File: src/rtl/led_pwm_port.sv
// led_pwm_port: memory-mapped LED peripheral on the 6502 bus.
// Per-LED 8-bit PWM duty, shared prescaler, per-LED blink gating and
// output invert. Read data is registered and valid the cycle after the
// address, qualified by rsel for the top-level read mux.
module led_pwm_port #(
  parameter logic [15:0] BASE_ADDR = 16'hD000,
  parameter int unsigned N_LEDS    = 4
) (
  input  logic              sys_clk,
  input  logic              reset,
  input  logic [15:0]       addr,
  input  logic [7:0]        wdata,
  input  logic              we,
  output logic [7:0]        rdata,
  output logic              rsel,
  output logic [N_LEDS-1:0] leds
);

  localparam logic [2:0] OFF_DUTY0    = 3'd0;
  localparam logic [2:0] OFF_DUTY1    = 3'd1;
  localparam logic [2:0] OFF_DUTY2    = 3'd2;
  localparam logic [2:0] OFF_DUTY3    = 3'd3;
  localparam logic [2:0] OFF_CTRL     = 3'd4;
  localparam logic [2:0] OFF_PRESCALE = 3'd5;
  localparam logic [2:0] OFF_PWMCNT   = 3'd6;

  logic                   hit;
  logic                   wr_en;
  logic                   rd_en;
  logic [2:0]             off;

  logic [N_LEDS-1:0][7:0] duty_q, duty_d;
  logic [7:0]             ctrl_q, ctrl_d;
  logic [7:0]             presc_q, presc_d;
  logic [7:0]             presc_cnt_q, presc_cnt_d;
  logic [7:0]             pwm_cnt_q, pwm_cnt_d;
  logic [7:0]             blink_cnt_q, blink_cnt_d;
  logic [N_LEDS-1:0]      leds_q, leds_d;
  logic [7:0]             rdata_q, rdata_d;
  logic                   rsel_q, rsel_d;

  logic                   tick;
  logic                   wrap;
  logic [7:0]             rd_val;

  assign hit   = (addr[15:3] == BASE_ADDR[15:3]);
  assign off   = addr[2:0];
  assign wr_en = hit & we;
  assign rd_en = hit & ~we;

  // Register file write decode; CTRL bits 3:2 are never stored
  always_comb begin
    duty_d  = duty_q;
    ctrl_d  = ctrl_q;
    presc_d = presc_q;
    if (wr_en) begin
      case (off)
        OFF_DUTY0, OFF_DUTY1, OFF_DUTY2, OFF_DUTY3: duty_d[off[1:0]] = wdata;
        OFF_CTRL:     ctrl_d  = {wdata[7:4], 2'b00, wdata[1:0]};
        OFF_PRESCALE: presc_d = wdata;
        default: ;
      endcase
    end
  end

  assign tick = (presc_cnt_q == presc_q);
  assign wrap = tick && (pwm_cnt_q == 8'hFF);

  // Prescaler, PWM and blink counters; a PRESCALE write restarts the
  // prescaler but a coincident tick still advances the PWM counter
  always_comb begin
    if (wr_en && (off == OFF_PRESCALE)) begin
      presc_cnt_d = '0;
    end else if (tick) begin
      presc_cnt_d = '0;
    end else begin
      presc_cnt_d = presc_cnt_q + 8'd1;
    end
    pwm_cnt_d   = tick ? pwm_cnt_q + 8'd1 : pwm_cnt_q;
    blink_cnt_d = wrap ? blink_cnt_q + 8'd1 : blink_cnt_q;
  end

  // Read mux on pre-edge register contents, and per-LED compare
  always_comb begin
    case (off)
      OFF_DUTY0, OFF_DUTY1, OFF_DUTY2, OFF_DUTY3: rd_val = duty_q[off[1:0]];
      OFF_CTRL:     rd_val = ctrl_q;
      OFF_PRESCALE: rd_val = presc_q;
      OFF_PWMCNT:   rd_val = pwm_cnt_q;
      default:      rd_val = '0;
    endcase
    rdata_d = rd_en ? rd_val : '0;
    rsel_d  = rd_en;
    leds_d  = '0;
    for (int unsigned i = 0; i < N_LEDS; i++) begin
      leds_d[i] = (ctrl_q[0]
                   && (duty_q[i] > pwm_cnt_q)
                   && !(ctrl_q[4+i] && blink_cnt_q[7])) ^ ctrl_q[1];
    end
  end

  // State registers with asynchronous reset
  always_ff @(posedge sys_clk or posedge reset) begin
    if (reset) begin
      duty_q      <= '0;
      ctrl_q      <= '0;
      presc_q     <= '0;
      presc_cnt_q <= '0;
      pwm_cnt_q   <= '0;
      blink_cnt_q <= '0;
      leds_q      <= '0;
      rdata_q     <= '0;
      rsel_q      <= 1'b0;
    end else begin
      duty_q      <= duty_d;
      ctrl_q      <= ctrl_d;
      presc_q     <= presc_d;
      presc_cnt_q <= presc_cnt_d;
      pwm_cnt_q   <= pwm_cnt_d;
      blink_cnt_q <= blink_cnt_d;
      leds_q      <= leds_d;
      rdata_q     <= rdata_d;
      rsel_q      <= rsel_d;
    end
  end

  assign rdata = rdata_q;
  assign rsel  = rsel_q;
  assign leds  = leds_q;

endmodule

File: config.mk
export PLATFORM = sky130hd
export DESIGN_NAME = led_pwm_port
export DESIGN_NICKNAME = d
export VERILOG_FILES = /design/src/rtl/led_pwm_port.sv
export SDC_FILE = /design/constraint.sdc
export NUM_CORES = 1
export LEC_CHECK = 0
export ABC_CLOCK_PERIOD_IN_PS = 2700
export CAP_MARGIN = 20
export CORE_AREA = 2 2 97 99
export DETAILED_ROUTE_END_ITERATION = 7
export DIE_AREA = 0 0 99 101
export PLACE_DENSITY = 0.75
export SLEW_MARGIN = 15
export SYNTH_ARGS = -nofsm -noshare
export SYNTH_HDL_FRONTEND = slang
export SYNTH_SLANG_ARGS = --single-unit
File: constraint.sdc
create_clock -name sys_clk -period 2.7 [get_ports sys_clk]
set_input_delay 0.405 -clock sys_clk [delete_from_list [all_inputs] [get_ports sys_clk]]
set_output_delay 0.405 -clock sys_clk [all_outputs]
set_load 0.1 [all_outputs]
Word level (Yosys, flattened, before mapping)
Cells that the tools add are included.
{"block": "totals", "regBits": 83, "latch_bits": 0, "ramBits": 0, "rom_bits": 0, "in_bits": 27, "output_inout_bits": 13, "word_cells": 70, "n_memories": 0}
{"block": "op_classes", "n_addsub": 3, "mul": 0, "div": 0, "magnitude_cmp": 6, "eq_ne": 9, "n_shift": 0, "mux": 9, "bitwise_logic": 7, "reduce_logical": 24}
{"cell": "2-to-1 mux 8 bit", "n": 5}
{"cell": "bitwise mux 32 bit", "n": 1}
{"cell": "greater-than comparator 8 bit", "n": 4}
{"cell": "one-hot mux 8 bit (4 select lines)", "n": 1}
{"cell": "adder 8 x 1 -> 8 bit, second input constant", "n": 3}
{"cell": "binary-select mux 8 bit (select 2 bit)", "n": 1}
{"cell": "demux 8 bit (select 2 bit)", "n": 1}
{"cell": "logical AND 1 bit", "n": 15}
{"cell": "equality test 13 bit, second input constant", "n": 1}
{"cell": "equality test 3 bit, second input constant", "n": 3}
{"cell": "equality test 8 bit", "n": 1}
{"cell": "equality test 8 bit, second input constant", "n": 1}
{"cell": "equality test 3 x 2 -> 1 bit, second input constant", "n": 2}
{"cell": "AND reduction 2 bit", "n": 3}
{"cell": "logical NOT 1 bit", "n": 4}
{"cell": "OR reduction 4 bit", "n": 1}
{"cell": "XOR 1 bit", "n": 4}
{"cell": "equality test 3 x 1 -> 1 bit, second input constant", "n": 1}
{"cell": "logical NOT 3 bit", "n": 1}
{"cell": "less-than comparator 2 x 3 -> 1 bit, second input constant", "n": 1}
{"cell": "AND 1 bit", "n": 2}
{"cell": "greater-or-equal comparator 2 x 1 -> 1 bit, second input constant", "n": 1}
{"cell": "NOT 1 bit", "n": 1}

Logic depth before layout (Yosys ltp)
Gate-level depths: netlist of run 1.
{"block": "logic_depth", "word_depth": 5, "depth_mapped": 7, "ltp_nobuf": 7}

Least setup slack after synthesis of run 1
OpenSTA, ideal clock, no wires.
{"block": "synth_timing", "path_kind": "input port to flip-flop", "start": "input port addr[6]", "end": "register duty_q[0] in the netlist's numbering", "setup_ps": 125, "t_arrival_ps": 2059, "t_required_ps": 2575, "slack_ps": 516, "path_stages": 6, "n_path_buf": 1, "cell_sequence": "nor4_2 > nand4_2 > or3b_4 > or3_1 > buf_6 > mux2_4"}
{"block": "synth_between", "elab_chain_cells": 3}
{"item": "from (decl)", "line_no": "11", "rtl": "input logic [15:0] addr,"}
{"item": "equality test 13 bit", "line_no": "46", "rtl": "assign hit = (addr[15:3] == BASE_ADDR[15:3]);"}
{"item": "AND 1 bit", "line_no": "48", "rtl": "assign wr_en = hit & we;"}
{"item": "AND reduction 2 bit (no line)"}
{"item": "to (signal assigned)", "line_no": "115", "rtl": "duty_q <= duty_d;"}
{"item": "to (decl)", "line_no": "32", "rtl": "logic [N_LEDS-1:0][7:0] duty_q, duty_d;"}
No other way between the ends.
A chain may end at the register's enable or synchronous reset.

Final worst setup path of run 1
{"block": "layout_timing", "start": "input port addr[11]", "end": "register duty_q[0] in the netlist's numbering"}
The elaborated chain is that of the path after synthesis.

==> results of run 1 <==
## how the worst max path moves through the flow
stage                     endpoint  cells past startpoint
finish                   duty_q[0]                      7
global route             duty_q[0]                      7
CTS                      duty_q[0]                      7
detailed placement       duty_q[6]                      7
global placement         duty_q[5]                      7
floorplan           blink_cnt_q[0]                      1
## cell type report
cell class / instances / area (sq um)
multi-input cells: 275 / 2370
clock inverters: 3 / 65.1
well taps: 111 / 139
fillers: 705 / 3640
flip-flops and latches: 83 / 2080
clock buffers: 10 / 138
inverters: 13 / 50.0
repair buffers: 53 / 500
## flip-flops by register name, summed over array words and instances (netlist names)
signal,cells
ctrl_q,6
rsel,1
presc_q,8
pwm_cnt_q,8
duty_q,32
blink_cnt_q,8
rdata,8
presc_cnt_q,8
leds,4
## where the power goes
| group | internal, mW | total (mW) | switching (mW) |
|---|---|---|---|
| clock network | 0.529 | 0.948 | 0.419 |
| registers | 1.30 | 1.39 | 0.0888 |
| logic | 0.292 | 0.715 | 0.423 |
| total | 2.12 | 3.06 | 0.931 |
## cell families (layout without fill, tap and decap cells)
| family | Yosys count | in the layout | share of synthesized area |
|---|---|---|---|
| AOI/OAI and AO/OA | 47 | 47 | 0.0637 |
| adders and majority gates | 35 | 35 | 0.0961 |
| muxes | 63 | 63 | 0.180 |
| and+or+nand+nor | 98 | 98 | 0.118 |
| DFF | 83 | 83 | 0.456 |
| buffers and inverters | 27 | 79 | 0.0247 |
| xor gates and xnor gates | 32 | 32 | 0.0615 |
## Yosys cell counts
cell / count
xor2_1: 3
mux2i_1: 8
inv_1: 13
or3b_4: 1
mux2_2: 39
mux4_2: 8
nor4b_2: 1
o211ai_1: 4
nor2_1: 20
o211a_1: 4
o21ai_0: 15
nand4_1: 16
nor3_1: 2
xnor2_1: 29
and3b_1: 1
nand2b_1: 1
and2_1: 1
buf_1: 1
nand4_2: 1
nor2b_1: 7
and3_1: 11
dfrtp_1: 83
clkbuf_1: 9
nor3_2: 1
nor2_2: 2
ha_1: 35
buf_2: 3
mux2_4: 8
a21oi_1: 16
buf_6: 1
nand3_1: 9
o221ai_1: 4
nand2_1: 20
or3_1: 1
or2_2: 1
a22oi_1: 2
nor4_2: 2
a211oi_1: 2
## layer usage
metal	vias up	part of all wire	GRT usage
met5	-	0	0
met4	0	0.031	0.103
met3	26	0.053	0.0451
met2	88	0.47	0.337
met1	1530	0.45	0.292
li1	1490	-	-
## stage by stage
stage,power (mW),util,cells
6_report,3.06,0.594,548
5_1_grt,3.23,0.594,548
4_1_cts,3.07,0.594,548
3_5_place_dp,2.13,0.572,535
3_3_place_gp,2.09,0.572,535
2_1_floorplan,1.89,-,385
## critical path, cell delays in order
cell             delay, ns
clkdlybuf4s50_1       0.42
nor4b_2               0.32
nand4_2               0.14
or3b_4                0.44
or3_1                 0.31
buf_4                 0.19
mux2_4                0.31
==> run_results.csv, run 1 <==
group,metric,value,unit
setup_path,reg2regPathDepth,5,
worst_hold_path,worstHoldPathType,"input pin to async pin",
floorplan,start_util,0.507,
final_layout,drive_above_1_share,0.240,
cts,cts.clk_slew.worst_paths,0.08,ns
logic_synthesis,synth-seq-cells,83,
sta,setup_viol_count_final,0,
placement,place_area,5130,sq um
logic_synthesis,postSynthCellCount,385,
logic_synthesis,syn_nets,447,
sta,skew,0.00856,ns
setup_path,critPathArrivalTime,2.54,ns
placement,io_buffers,39,
logic_synthesis,ys_types,38,
floorplan,die_area,10000,sq um
floorplan,die_h,101,microns
cts,holdBufCountCts,0,
power,ir_drop,0.284,mV
sta,post-route-period-util,0.848,
logic_synthesis,syn_avg_cell_area,11.8,sq um
grt,grtUsageTotal,0.217,
drt,drtIter0Drc,201,
grt,antenna_found_initial,0,
cts,cts_inserted_buffers,9,
sta,period_minus_slack,2.29,ns
grt,grt_pass1_wl,16400,microns
sta,drv_slew,0,
drt,routedWlPerCell,18.7,microns
logic_synthesis,yosys.area.top_type,"dfrtp_1",
drt,route.detailed.drc,0,
sta,layout_setup_ws,0.411,ns
power,power.density,573,nW/um^2
cts,cts-root-buf,"clkbuf_8",
sta,fmax,0.437,GHz
cts,cts_resized,0,
final_layout,fin_nets,497,
logic_synthesis,synthTopCellsByArea,"dfrtp_1, mux2_2, ha_1",
drt,firstDrtPassIters,4,
logic_synthesis,netlist_area,4560,sq um
logic_synthesis,synth_top_area_share,0.456,
logic_synthesis,synth_warnings,0,
floorplan,coreArea,8980,sq um
cts,htree_levels,3,
cts,cts_setup_buffers,0,
cts,tritoncts,"built",
setup_path,timing.rr.end,"blink_cnt_q[1]",
logic_synthesis,yosysSeqAreaShare,0.456,
status,outcome,"completed",
setup_path,crit_path_start_kind,"input pin",
final_layout,diodes,0,
setup_path,reg2reg_from,"presc_cnt_q[5]",
sta,tightest_slew,0.598,ns
drt,avgViaCountPerCell,5.72,
setup_path,cp-startpoint,"addr[11]",
final_layout,design_area,5340,sq um
final_layout,most-common-layout-cells,"dfrtp_1, mux2_2, ha_1, xnor2_1, clkdlybuf4s50_1",
grt,grt_pass1_vias,3138,
floorplan,rows,35,
drt,wl,10200,microns
setup_path,worstSetupPathType,"input pin to flop",
grt,grt_max_degree,39,
drt,ant_nets,0,
sta,finalHoldWorstSlack,0.410,ns
final_layout,final_common_cell,"dfrtp_1",
sta,hold_violations,0,
flow_run,max-cap-violations,0,
floorplan,io_pins,40,
setup_path,rrSetupSlack,0.85,ns
floorplan,die_w,99,microns
cts,cts.path.max_buffers,2,
placement,dp_slack,0.0243,ns
sta,rsz0062_at_grt,"false",
cts,insertion_delay,0.36,ns
placement,place_congestion,0.871,
sta,relSlewSlack,0.601,
sta,fin_tns_setup,0,ns
setup_path,worstPathRequired,2.95,ns
placement,dp_hpwl,7620,microns
cts,numClockSinks,83,
drt,route.vias.total,3134,
power,p_leak,2.55,nW
final_layout,syn2layout_area_growth,17.1,%
setup_path,crit_fanout,8,
grt,overflow,0,
setup_path,worst_setup_path_end_kind,"flop",
Note: power is estimated with default switching activity, not from simulation.
==> inputs of run 2 (changes only) <==
Settings changed: ABC_CLOCK_PERIOD_IN_PS 2700 to 1900.
Clock period 2.7 ns to 1.9 ns, I/O delays scaled along.
==> run_results.csv, run 2 (same netlist as run 1, synthesis figures left out) <==
group,metric,value,unit
status,outcome,"completed",
placement,placedCellCount,548,
grt,grt_max_degree,84,
setup_path,cp_top_family,"simple AND/OR/NAND/NOR gates",
grt,grt_pass1_vias,3441,
cts,cts.path.max_buffers,2,
sta,rsz0062_at_grt,"false",
final_layout,num-fill-cells,726,
floorplan,io_pins,40,
final_layout,drive_above_1_share,0.281,
drt,firstDrtPassIters,4,
placement,place_congestion,0.833,
sta,layout_setup_ws,0.103,ns
floorplan,die_w,99,microns
final_layout,largest_reg_flops,32,
final_layout,design_area,5520,sq um
placement,dp_hpwl,7810,microns
final_layout,fin_nets,512,
drt,wl,10600,microns
setup_path,worst_setup_path_end_kind,"flop",
power,p_total,4.76,mW
final_layout,most-common-layout-cells,"dfrtp_1, mux2_2, buf_4, ha_1, xnor2_1",
setup_path,critPathArrivalTime,2.04,ns
final_layout,diodes,0,
sta,fin_tns_setup,0,ns
grt,overflow,0,
setup_path,cpMaxStageDelayCell,"or3_4",
placement,dp_slack,-0.606,ns
flow_run,max-cap-violations,0,
setup_path,critPathBufInv,1,
placement,place_area,5250,sq um
grt,grtUsageTotal,0.230,
power,p_seq_frac,0.410,
cts,htree_levels,3,
cts,tritoncts,"built",
final_layout,top_register,"duty_q",
floorplan,die_h,101,microns
sta,tightest_slew,0.452,ns
power,combPwrFrac,0.238,
final_layout,fin_cells,566,
setup_path,crit_path_start_kind,"input pin",
drt,avgViaCountPerCell,5.76,
drt,route.detailed.drc,0,
cts,cts_inserted_buffers,9,
grt,antenna_found_initial,0,
floorplan,rows,35,
sta,hold_violations,0,
sta,period_minus_slack,1.80,ns
grt,grt_pass1_wl,17700,microns
power,intPower,3.33,mW
floorplan,start_util,0.507,
sta,post-route-period-util,0.946,
power,p_leak,2.66,nW
drt,routedWlPerCell,18.7,microns
sta,skew,0.0129,ns
final_layout,syn2layout_area_growth,21.1,%
setup_path,crit_fanout,8,
drt,ant_nets,0,
power,p_sw,1.42,mW
power,power.density,862,nW/um^2
setup_path,path_cells,"clkdlybuf4s15_1 -> nor4_4 -> nand4_2 -> or3b_4 -> or3_4 -> mux2_4",
placement,io_buffers,39,
cts,insertion_delay,0.36,ns
floorplan,coreArea,8980,sq um
setup_path,worstSetupPathType,"input pin to flop",
cts,holdBufCountCts,0,
final_layout,final_core_util,0.615,
sta,finalHoldWorstSlack,0.372,ns
power,ir_drop,0.410,mV
floorplan,die_area,10000,sq um
cts,numClockSinks,83,
sta,setup_viol_count_final,0,
power,p_clk_frac,0.353,
drt,drtIter0Drc,163,
sta,drv_slew,0,
final_layout,final_common_cell,"dfrtp_1",
setup_path,worstPathRequired,2.15,ns
worst_hold_path,worstHoldPathType,"input pin to async pin",
sta,relSlewSlack,0.698,
cts,cts.clk_slew.worst_paths,0.09,ns
cts,cts-root-buf,"clkbuf_8",
setup_path,slowest_delay,0.47,ns
power,switching_share,0.299,
drt,route.vias.total,3262,
sta,fmax,0.556,GHz
-- run 2: cell count changes in the layout (fill, tap and decap cells not counted), sizes merged --
cell / before / now
buf: 27 / 45
bufinv: 2 / 4
clkdlybuf4s15: 0 / 3
clkdlybuf4s50: 26 / 13
clkinvlp: 0 / 1
dlygate4sd2: 0 / 7
-- run 2: cell type report --
class | count | area (sq um) | share of cell area
flip-flops and latches | 83 | 2080 | 0.376
inverters | 13 | 52.6 | 0.00952
clock inverters | 6 | 138 | 0.0249
repair buffers | 68 | 594 | 0.108
multi-input cells | 275 | 2390 | 0.433
clock buffers | 10 | 128 | 0.0231
well taps | 111 | 139 | 0.0252
-- run 2: worst paths after layout --
check / start / to / slack (ns) / cells past startpoint
worst max-delay path: addr[8] / duty_q[3] / 0.10 / 6
worst min-delay path: reset / rsel / 0.37 / 3
worst max register to register: pwm_cnt_q[1] / leds[1] / 0.19 / 7
worst min register to register: blink_cnt_q[6] / blink_cnt_q[6] / 0.48 / 1
max in group asynchronous: reset / duty_q[14] / 1.17 / 3
min in group sys_clk: blink_cnt_q[6] / blink_cnt_q[6] / 0.48 / 1
-- run 2: routing by layer --
metal,track usage,part of all wire,up-vias
met4,0.106,0.032,0
met3,0.0319,0.057,27
met5,0,0,-
met1,0.302,0.43,1613
met2,0.379,0.48,102
li1,-,-,1520
-- run 2: power by group through the flow --
stage	logic, mW	clock network [mW]	registers, mW
after floorplan	0.718	0	1.97
after global placement	1.08	0	1.98
after detailed placement	1.12	0	1.98
after CTS	1.12	1.70	1.94
after global routing	1.28	1.78	1.96
final	1.13	1.68	1.95
-- run 2: worst register-to-register path: cells and delay by family, from the launching register on --
kind / cells / cell delay (ns)
buffers and inverters: 1 / 0.18
xor gates and xnor gates: 1 / 0.15
DFF: 1 / 0.39
adders and majority gates: 1 / 0.28
and+or+nand+nor: 1 / 0.13
AOI/OAI and AO/OA: 3 / 0.51
-- run 2: timing repair --
item | in CTS | in global routing
gates cloned | 0 | 0
resized for setup | 29 | 2
hold endpoints to repair | 0 | 0
buffers inserted | 2 | 1
pin swaps | 7 | 2
setup endpoints to repair | 32 | 24
